$ cat src/rtl/sample_rx.sv
// UART-style sample receiver feeding the FIR tap shift register: 8N1 frames, LSB first.
// Emits each good byte with a one-cycle valid strobe and flags bad stop bits.
module sample_rx #(
  parameter int CLKS_PER_BIT = 16,
  parameter int CNT_W        = $clog2(CLKS_PER_BIT)
) (
  input  logic       clk,
  input  logic       reset,
  input  logic       en,
  input  logic       rx,
  output logic [7:0] sample,
  output logic       sample_valid,
  output logic       frame_err,
  output logic       busy
);

  typedef enum logic [2:0] {
    IDLE,
    START,
    DATA,
    STOP,
    BRK
  } state_t;

  localparam logic [CNT_W-1:0] MID_CNT  = CNT_W'(CLKS_PER_BIT / 2 - 1);
  localparam logic [CNT_W-1:0] LAST_CNT = CNT_W'(CLKS_PER_BIT - 1);

  state_t           state, state_nxt;
  logic             rx_meta, rx_s;
  logic [CNT_W-1:0] cnt;
  logic [2:0]       idx;
  logic [7:0]       shreg;

  logic cnt_clr, cnt_inc, idx_clr, shift_en, valid_set, err_set;
  logic at_mid, at_last;

  assign at_mid  = (cnt == MID_CNT);
  assign at_last = (cnt == LAST_CNT);

  // NOTE: the synchroniser resets to 1 (idle line) so reset release never looks like a start edge.
  always_ff @(posedge clk or posedge reset) begin
    if (reset) begin
      rx_meta <= 1'b1;
      rx_s    <= 1'b1;
    end else begin
      rx_meta <= rx;
      rx_s    <= rx_meta;
    end
  end

  // NOTE: all sequential state uses non-blocking assignments so every flop samples pre-edge values.
  always_ff @(posedge clk or posedge reset) begin
    if (reset) state <= IDLE;
    else       state <= state_nxt;
  end

  // NOTE: default assignment first so no path through the case infers a latch.
  always_comb begin
    state_nxt = state;
    case (state)
      IDLE:  if (en && !rx_s)              state_nxt = START;
      START: if (at_mid)                   state_nxt = rx_s ? IDLE : DATA;
      DATA:  if (at_last && idx == 3'd7)   state_nxt = STOP;
      STOP:  if (at_last)                  state_nxt = rx_s ? IDLE : BRK;
      BRK:   if (rx_s)                     state_nxt = IDLE;
      default:                             state_nxt = IDLE;
    endcase
  end

  // Control strobes decoded from the current state; stop-bit decision is made mid-bit.
  always_comb begin
    cnt_clr   = 1'b0;
    cnt_inc   = 1'b0;
    idx_clr   = 1'b0;
    shift_en  = 1'b0;
    valid_set = 1'b0;
    err_set   = 1'b0;
    busy      = (state != IDLE);
    case (state)
      IDLE: begin
        cnt_clr = 1'b1;
        idx_clr = 1'b1;
      end
      START: begin
        idx_clr = 1'b1;
        if (at_mid) cnt_clr = 1'b1;
        else        cnt_inc = 1'b1;
      end
      DATA: begin
        if (at_last) begin
          cnt_clr  = 1'b1;
          shift_en = 1'b1;
        end else begin
          cnt_inc  = 1'b1;
        end
      end
      STOP: begin
        if (at_last) begin
          cnt_clr   = 1'b1;
          valid_set = rx_s;
          err_set   = !rx_s;
        end else begin
          cnt_inc   = 1'b1;
        end
      end
      BRK:     cnt_clr = 1'b1;
      default: cnt_clr = 1'b1;
    endcase
  end

  always_ff @(posedge clk or posedge reset) begin
    if (reset) begin
      cnt          <= '0;
      idx          <= '0;
      shreg        <= '0;
      sample       <= '0;
      sample_valid <= 1'b0;
      frame_err    <= 1'b0;
    end else begin
      sample_valid <= valid_set;
      frame_err    <= err_set;
      if (cnt_clr)      cnt <= '0;
      else if (cnt_inc) cnt <= cnt + CNT_W'(1);
      if (idx_clr)       idx <= '0;
      else if (shift_en) idx <= idx + 3'd1;
      if (shift_en)  shreg  <= {rx_s, shreg[7:1]};
      if (valid_set) sample <= shreg;
    end
  end

endmodule

$ cat config.mk
export PLATFORM = sky130hd
export DESIGN_NAME = sample_rx
export DESIGN_NICKNAME = d
export VERILOG_FILES = /design/src/rtl/sample_rx.sv
export SDC_FILE = /design/constraint.sdc
export NUM_CORES = 1
export LEC_CHECK = 0
export ABC_AREA = 0
export ABC_CLOCK_PERIOD_IN_PS = 3750
export BUFFER_PORTS_ARGS = -buffer_cell sky130_fd_sc_hd__buf_2
export CORE_MARGIN = 2
export CORE_UTILIZATION = 35
export DETAILED_ROUTE_END_ITERATION = 8
export PLACE_DENSITY = 0.63
export SYNTH_ARGS = -nofsm -noshare
export SYNTH_HDL_FRONTEND = slang
export SYNTH_SLANG_ARGS = --single-unit
$ cat constraint.sdc
create_clock -name clk -period 3.75 [get_ports clk]
set_input_delay 0.375 -clock clk [delete_from_list [all_inputs] [get_ports clk]]
set_output_delay 0.375 -clock clk [all_outputs]
set_load 0.01 [all_outputs]
==> run_results.csv <==
group,metric,value,unit
floorplan,start_util,36.3,%
cts,insertion_delay,280,ps
logic_synthesis,synth_area,0.00132,mm2
routing,drc,0,
floorplan,dieArea,0.00428,mm2
routing,wl_met3,83,um
grt,grt.overflow.total,0,
timing,slew_headroom,25.9,%
pwr,p_leak,0.786,nW
routing,drtAntennaViolNets,0,
cts,cts-root-buf,"clkbuf_8",
cts,cts_inserted_buffers,5,
setup_path,rr_endpoint,"state[1]",
timing,fin_crit_sh,46.9,%
routing,routed.top_layer,"met4",
logic_synthesis,syn-num-nets,107,
logic_synthesis,yosysSeqAreaShare,57.1,%
timing,setup_viol,0,
layout,diodes,0,
setup_path,worst_path_max_delay_cell,"dfrtp_1",
placement,place_ws,2110,ps
worst_hold_path,holdPathEnd,"rx_meta",
setup_path,crit_start,"state[2]",
setup_path,end_kind,"output pin",
cts,postCtsSetupBuffers,0,
setup_path,critPathMaxStageDelay,550,ps
floorplan,fp.dieH,65.4,um
timing,skew,9.02,ps
grt,antenna_found_initial,0,
logic_synthesis,ys_ff_latch,30,
timing,fmax,569,MHz
setup_path,r2r-start,"state[2]",
timing,min_period,1760,ps
setup_path,cp_cell_sequence,"or3_1 -> buf_2",
grt,track_usage,11.6,%
cts,hold_buffers,0,
floorplan,core,0.00363,mm2
routing,first_pass_iters,4,
placement,gp_congestion,0.769,
worst_hold_path,holdCritStartpoint,"rx",
cts,clockBufferDepth,2,
timing,tns,0,ps
layout,area_delta_synth_final,14.5,%
setup_path,r2r_cells,4,
timing,tightest_slew,1110,ps
layout,layout-drive-gt1-share,40.2,%
run_status,outcome,"complete, no violations",
setup_path,path_class,"register to output pin",
routing,detail_route.wirelength,2040,um
timing,report.final.hold_viol_count,0,
timing,setup_ws,1990,ps
placement,port_buffers,14,
layout,fin_nets,123,
placement,dp_hpwl,1420,um
pwr,powerDensity,543,mW/mm2
routing,vias,772,
worst_hold_path,hp-class,"input pin to register",
routing,via_per_inst,4.68,
cts,cts_resized,0,
setup_path,start_kind,"register",
setup_path,critPathRequiredTime,3380,ps
setup_path,rrSetupSlack,2100,ps
run,drv_cap,0,
pwr,irDropWorstVdd,0.000173,V
timing,rsz0062_at_grt,"no",
floorplan,rows,22,
floorplan,ioPinCount,15,
grt,grt_start_max_net_pins,31,
grt,grt_pass1_wl,3620,um
cts,htree_levels,2,
logic_synthesis,yosysWarningCount,0,
cts,cts.clk_slew.worst_paths,60,ps
logic_synthesis,netlist-cell-type-count,31,
logic_synthesis,syn_area_per_cell,13.2,um2
cts,tritoncts,"yes",
floorplan,die_w,65.4,um
routing,met1Wirelength,915,um
logic_synthesis,syn_inst,100,
routing,dr.first_iter.drc_count,54,
grt,grt_pass1_vias,786,
routing,wl_per_cell,12.4,um
timing,slew_violations,0,
worst_hold_path,hold_path_depth,1,
cts,cts_sinks,30,
setup_path,worstPathArrival,1380,ps
setup_path,crit_fanout,14,
routing,wl_met2,1000,um
[cells by family (layout without fill, tap and decap cells)]
kind of cell / Yosys count / in the layout / share of synthesized area [%]
AO/OA/AOI/OAI: 9 / 9 / 5.21
XOR/XNOR: 3 / 3 / 1.99
adder cells (fa/ha/maj): 3 / 3 / 2.84
buffers and inverters: 9 / 26 / 3.70
flip-flops: 30 / 30 / 57.1
multiplexers: 17 / 17 / 14.8
AND/OR/NAND/NOR: 29 / 29 / 14.4
[area by class of cell]
cell class                      instances  area [um2]
Inverter                                4        15.0
Fill cell                             371        2120
Timing Repair Buffer                   14        70.1
Sequential cell                        30         753
Clock buffer                            6        82.6
Clock inverter                          2        12.5
Multi-Input combinational cell         61         518
Tap cell                               48        60.1
[synth_stat cells]
master	number	area, um2
dfrtp_1	28	701
mux2_2	16	180
nor2_1	7	26.3
nand2_1	6	22.5
inv_1	4	15.0
nand3_1	4	20.0
buf_2	3	15.0
ha_1	3	37.5
o211ai_1	3	22.5
a21oi_1	2	10.0
dfstp_2	2	52.6
or3_1	2	12.5
xnor2_1	2	17.5
a211oi_1	1	7.51
and2b_1	1	7.51
and3_1	1	6.26
and3_4	1	11.3
buf_4	1	7.51
buf_6	1	11.3
mux2_4	1	15.0
nand2_4	1	11.3
nand3_2	1	10.0
nand4_1	1	6.26
nand4_4	1	21.3
nor3b_1	1	7.51
nor3b_4	1	18.8
o21ai_0	1	5.00
o311ai_2	1	16.3
o31ai_1	1	7.51
or3b_1	1	8.76
xor2_1	1	8.76
[worst max path at each step]
stage	end	cells after the start	slack, ps
global placement	state[1]	4	2140
floorplan	shreg[0]	6	2190
CTS	busy	2	1980
finish	busy	2	1990
detailed placement	state[1]	4	2110
global route	busy	2	1910
[layer usage]
layer / global-route usage (%) / up-vias
li1: - / 378
met1: 13.9 / 374
met2: 17.2 / 16
met3: 4.79 / 4
met4: 7.03 / 0
met5: 0 / -
[registers in the layout (all words and copies together) (netlist names)]
name and count:
cnt 4, frame_err 1, idx 3, rx_meta 1, rx_s 1, sample 8, sample_valid 1, shreg 8
state 3
[through the flow]
step	power [mW]	instances	area, um2	hold slack, ps	utilization (%)
CTS	0.833	165	1510	189	41.6
finish	0.821	165	1510	197	41.6
floorplan	0.539	100	1320	345	-
global route	0.873	165	1510	182	41.6
detailed placement	0.563	157	1420	347	39.0
global placement	0.556	157	1420	346	39.0
[report_power, final]
part / switching (mW) / leakage, nW / internal [mW]
registers: 0.0482 / 0.401 / 0.357
clock network: 0.119 / 0.0472 / 0.147
logic: 0.0738 / 0.338 / 0.0761
[placed cells by master, fill, tap and decap left out, types with 2 or more instances in the layout]
master / n
inv_1: 4
a21oi_1: 2
dfstp_2: 2
ha_1: 3
or3_1: 2
xnor2_1: 2
dfrtp_1: 28
nand2_1: 6
o211ai_1: 3
clkbuf_8: 6
buf_2: 14
nor2_1: 7
nand3_1: 4
mux2_2: 16
[critical path: cells and delay by family (launching register included)]
kind                   cells  cell delay (ps)
flip-flops                 1              550
AND/OR/NAND/NOR            1              420
buffers and inverters      1              140
No activity file was read; power rests on OpenSTA's default activity.
